--- src/rtl/dmem_arb_pkg.sv ---
// Shared encodings for the data-memory arbiter and its read-response router.
package dmem_arb_pkg;

   typedef enum logic {ST_NORMAL = 1'b0, ST_FORCE = 1'b1} arbState_t;
   typedef enum logic {OWN_PIPE = 1'b0, OWN_DBG = 1'b1} respOwner_t;

   localparam int unsigned STARVE_LIMIT_DEFAULT = 4;

endpackage

--- src/rtl/dmem_resp_router.sv ---
// Remembers who issued the last accepted read and steers the memory's
// one-cycle-late read data back to that requester only.
module dmem_resp_router
   import dmem_arb_pkg::*;
(
   input  logic        clk,
   input  logic        rstN,
   input  logic        rdAccept,
   input  respOwner_t  rdOwner,
   input  logic [31:0] memRData,
   output logic        pRValid,
   output logic [31:0] pRData,
   output logic        dRValid,
   output logic [31:0] dRData
);

   respOwner_t respOwner;
   logic       respPend;

   always_ff @(posedge clk or negedge rstN) begin
      if (!rstN) begin
         respPend  <= 1'b0;
         respOwner <= OWN_PIPE;
      end else begin
         respPend <= rdAccept;
         if (rdAccept) respOwner <= rdOwner;
      end
   end

   always_comb begin
      pRValid = respPend && (respOwner == OWN_PIPE);
      dRValid = respPend && (respOwner == OWN_DBG);
      pRData  = pRValid ? memRData : '0;
      dRData  = dRValid ? memRData : '0;
   end

endmodule

--- src/rtl/data_mem_arbiter.sv ---
// Arbitrates the single-port data memory between the MEM stage (priority)
// and the debug/loader port, with a bounded wait before debug is forced in.
module data_mem_arbiter
   import dmem_arb_pkg::*;
#(
   parameter int unsigned STARVE_LIMIT = STARVE_LIMIT_DEFAULT
) (
   input  logic        Clk,
   input  logic        Rst,
   input  logic        P_Req,
   input  logic        P_We,
   input  logic [31:0] P_Addr,
   input  logic [31:0] P_WData,
   input  logic        P_Byte,
   input  logic        P_Half,
   output logic        P_Gnt,
   output logic        P_RValid,
   output logic [31:0] P_RData,
   output logic        PipeStall,
   input  logic        D_Req,
   input  logic        D_We,
   input  logic [31:0] D_Addr,
   input  logic [31:0] D_WData,
   output logic        D_Gnt,
   output logic        D_RValid,
   output logic [31:0] D_RData,
   output logic [31:0] Mem_Addr,
   output logic [31:0] Mem_WData,
   output logic        Mem_We,
   output logic        Mem_Re,
   output logic        Mem_Byte,
   output logic        Mem_Half,
   input  logic [31:0] Mem_RData
);

   localparam logic [3:0] WAIT_LAST = 4'(STARVE_LIMIT - 1);

   arbState_t  state, nextState;
   logic [3:0] waitCnt, nextWaitCnt;
   logic       pGnt, dGnt, stall;

   always_ff @(posedge Clk or negedge Rst) begin
      if (!Rst) begin
         state   <= ST_NORMAL;
         waitCnt <= '0;
      end else begin
         state   <= nextState;
         waitCnt <= nextWaitCnt;
      end
   end

   // Grants are gated by reset so every output reads 0 while Rst is low.
   always_comb begin
      nextState   = state;
      nextWaitCnt = waitCnt;
      pGnt        = 1'b0;
      dGnt        = 1'b0;
      stall       = 1'b0;
      if (Rst) begin
         case (state)
            ST_NORMAL: begin
               pGnt = P_Req;
               dGnt = D_Req && !P_Req;
               if (!D_Req || dGnt) begin
                  nextWaitCnt = '0;
               end else begin
                  if (waitCnt == WAIT_LAST) nextState = ST_FORCE;
                  nextWaitCnt = waitCnt + 4'd1;
               end
            end
            ST_FORCE: begin
               // Single forced slot: whether debug takes it or withdraws, return.
               dGnt        = D_Req;
               stall       = P_Req;
               nextState   = ST_NORMAL;
               nextWaitCnt = '0;
            end
         endcase
      end
   end

   always_comb begin
      Mem_Addr  = '0;
      Mem_WData = '0;
      Mem_We    = 1'b0;
      Mem_Re    = 1'b0;
      Mem_Byte  = 1'b0;
      Mem_Half  = 1'b0;
      if (pGnt) begin
         Mem_Addr  = P_Addr;
         Mem_WData = P_WData;
         Mem_We    = P_We;
         Mem_Re    = !P_We;
         Mem_Byte  = P_Byte;
         Mem_Half  = P_Half;
      end else if (dGnt) begin
         Mem_Addr  = D_Addr;
         Mem_WData = D_WData;
         Mem_We    = D_We;
         Mem_Re    = !D_We;
      end
   end

   assign P_Gnt     = pGnt;
   assign D_Gnt     = dGnt;
   assign PipeStall = stall;

   dmem_resp_router uRouter (
      .clk      (Clk),
      .rstN     (Rst),
      .rdAccept (Mem_Re),
      .rdOwner  (dGnt ? OWN_DBG : OWN_PIPE),
      .memRData (Mem_RData),
      .pRValid  (P_RValid),
      .pRData   (P_RData),
      .dRValid  (D_RValid),
      .dRData   (D_RData)
   );

endmodule

--- config.mk ---
export PLATFORM = sky130hd
export DESIGN_NAME = data_mem_arbiter
export DESIGN_NICKNAME = d
export VERILOG_FILES = /design/src/rtl/dmem_arb_pkg.sv /design/src/rtl/dmem_resp_router.sv /design/src/rtl/data_mem_arbiter.sv
export SDC_FILE = /design/constraint.sdc
export NUM_CORES = 1
export LEC_CHECK = 0
export ABC_CLOCK_PERIOD_IN_PS = 1700
export CORE_AREA = 2 2 117 119
export CTS_CLUSTER_DIAMETER = 30
export DETAILED_ROUTE_END_ITERATION = 10
export DIE_AREA = 0 0 119 121
export GPL_TIMING_DRIVEN = 1
export PLACE_DENSITY = 0.64
export SLEW_MARGIN = 20
export SYNTH_ARGS = -nofsm -noshare
export SYNTH_HDL_FRONTEND = slang
export SYNTH_SLANG_ARGS = --single-unit
--- constraint.sdc ---
create_clock -name Clk -period 1.7 [get_ports Clk]
set_input_delay 0.255 -clock Clk [delete_from_list [all_inputs] [get_ports Clk]]
set_output_delay 0.255 -clock Clk [all_outputs]
set_load 0.02 [all_outputs]
==> impl_metrics.yaml <==
sta:
  fin_worst_skew_ps: 1.135
  worst-slew-pin-transition_ps: 272.0
  period_share: 1.096
  layout_min_cycle_time_ps: 1862
  max_slew_margin: 0.8163
  clock.fmax_mhz: 536.9
  drv_slew: 0
  setup_violations: 65
  rsz0062_at_grt: "yes"
  setup_ws_ps: -162.4
  finalHoldViolCount: 0
yosys:
  ys_seq_area_frac: 0.1152
  ys_seq_elements: 7
  yosysWarnings: 0
  avgSynthCellArea_um2: 7.918
  netlist_area_um2: 1520
  ys_types: 27
  netlist_instances: 192
  syn_nets: 361
floorplanning:
  fp.dieH_um: 121
  die_x_um: 119
  row_count: 42
  coreArea_um2: 13090
  floorplan.initialDensity: 0.1162
  dieArea_um2: 14400
  num_io_pins: 305
global_routing:
  antenna_found_initial: 4
  grtUsageTotal: 0.1750
  grt_pass1_vias: 3029
  grt_overflow: 0
  grt_pass1_wl_um: 19280
  grt_max_degree: 35
power_and_ir_drop:
  powerDensity_nw_per_um2: 374.4
  vdd_drop_max_v: 0.0004405
  p_leak_nw: 2.616
drt:
  wl_per_cell_um: 20.30
  route.met2.wl_um: 7571
  wl_met3_um: 1019
  postRouteAntennaNets: 0
  first_pass_iters: 4
  wl_um: 14010
  drc: 0
  met1_length_um: 5017
  top_layer: "met4"
  num_vias: 2956
  vias_per_cell: 4.284
  drt_iter0_drc: 179
clock_network:
  clock_sinks: 7
  clk_latency_ps: 230
  cts_tree: "yes"
  cts_made_buffers: 3
  h-tree-depth: 1
  clkTransAtPathRegs_ps: 40
  cts.path.max_buffers: 2
  cts_root_buf: "clkbuf_16"
setup_path:
  reg2reg_from: "state"
  crit_path_max_fanout: 5
  start_kind: "flip-flop"
  worstSetupEndpointType: "output port"
  required_ps: 1440
  crit_start: "state"
  crit_type: "reg -> out"
  critPathArrivalTime_ps: 1610
final_layout:
  syn_to_final_growth_pct: 249.4
  final_cell_mix: "clkdlybuf4s50_1 (164), buf_6 (80), a22o_1 (61)"
  design_area_um2: 5311
  final_common_cell: "clkdlybuf4s50_1"
  final_cell_count_no_fill: 690
  final_layout_size_suffix_gt1_frac: 0.3118
  final_nets: 680
  fillerInstances: 1305
  fin_util: 0.4059
flow_run:
  drv_cap: 0
placement:
  numPortBuffers: 304
  dpl_worst_slack_ps: -757.8
  gp_congestion: 0.7987
  placed_area_um2: 4767
  dp_cells: 663
  dp_hpwl_um: 9507
outcome:
  outcome: "finished with violations"
  violations: "negative setup slack"
worst_hold_path:
  hold_path.class: "in -> async"
through the flow:
| stage | power, W | setup TNS (ps) | hold slack, ps |
|---|---|---|---|
| after floorplan | 0.0006363 | 0 | -40.59 |
| after global placement | 0.001397 | -48830 | 480.1 |
| after detailed placement | 0.001407 | -50770 | 470.2 |
| after CTS | 0.001981 | -10090 | 203.8 |
| after global routing | 0.002064 | -9697 | 250.2 |
| final | 0.001989 | -6041 | 209.9 |
report_power, final:
part / internal (W) / leakage [nW] / total (W) / switching (W)
Combinational: 0.000817 / 2.48 / 0.00140 / 0.000586
Clock: 0.000312 / 0.0382 / 0.000402 / 0.0000900
Sequential: 0.000176 / 0.0947 / 0.000183 / 0.00000706
Total: 0.00131 / 2.62 / 0.00199 / 0.000683
cells by family (layout without fill, tap and decap cells):
| logic type | Yosys count | after routing | share of synthesized area |
|---|---|---|---|
| compound gates | 72 | 72 | 0.4066 |
| fa+ha+maj | 1 | 1 | 0.008229 |
| buf+inv | 29 | 347 | 0.1251 |
| flops | 7 | 7 | 0.1152 |
| mux | 2 | 2 | 0.01399 |
| other cells | 0 | 4 | 0 |
| simple gates | 81 | 81 | 0.3309 |
path summary, 6_finish.rpt:
kind | end | slack, ps | depth (start not counted)
max | Mem_Addr[5] | -160 | 6
min | waitCnt[0] | 210 | 3
max reg2reg | state | 380 | 4
min reg2reg | state | 480 | 1
max in group asynchronous | waitCnt[3] | 1350 | 3
min in group Clk | state | 480 | 1
area by class of cell:
class	instances	area, um^2	share of cell area
Clock buffer	4	78.83	0.01484
Timing Repair Buffer	338	3560	0.6702
Antenna cell	4	10.01	0.001885
Tap cell	176	220.2	0.04146
Multi-Input combinational cell	156	1236	0.2327
Sequential cell	7	175.2	0.03298
Inverter	5	31.28	0.005889
per-layer routing:
layer  vias up  GRT usage
met3        20    0.03008
met5         -          0
met1      1387     0.1945
li1       1385          -
met4         0    0.06845
met2       164     0.3297
cell usage after synthesis (all sizes together):
| cell type | number | area [um^2] |
|---|---|---|
| a22o | 65 | 569.3 |
| and2 | 33 | 206.5 |
| and2b | 1 | 7.510 |
| and3 | 35 | 219.0 |
| buf | 15 | 137.6 |
| clkbuf | 9 | 33.78 |
| dfrtp | 7 | 175.2 |
| ha | 1 | 12.51 |
| inv | 5 | 18.76 |
| mux2 | 1 | 11.26 |
| mux2i | 1 | 10.01 |
| nand2 | 5 | 21.27 |
| nand2b | 1 | 6.260 |
| nand3 | 1 | 5.000 |
| nand4 | 1 | 6.260 |
| nor2 | 1 | 6.260 |
| nor2b | 2 | 20.02 |
| nor3 | 1 | 5.000 |
| o21ai | 1 | 5.000 |
| o21bai | 1 | 7.510 |
| o22a | 1 | 8.760 |
| o22ai | 3 | 18.77 |
| o41ai | 1 | 8.760 |
worst max-delay path: stages, from the launching register on:
cell and delay, ps:
dfrtp_1 400, nor2b_4 210, nor2_4 80, buf_12 150, buf_16 140, a22o_4 250
buf_6 130
repair_timing:
| item | 4_1_cts | 5_1_grt |
|---|---|---|
| resized for setup | 580 | 71 |
| hold endpoints to repair | 0 | 0 |
| cloned | 12 | 3 |
| hold buffers | 0 | 0 |
| setup endpoints to repair | 137 | 86 |
| pin swaps | 23 | 25 |
| buffers inserted | 11 | 0 |
registers in the layout, indices dropped and copies added (netlist names):
register,flops
uRouter.respOwner,1
state,1
uRouter.respPend,1
waitCnt,4
No activity file was read; power rests on OpenSTA's default activity.
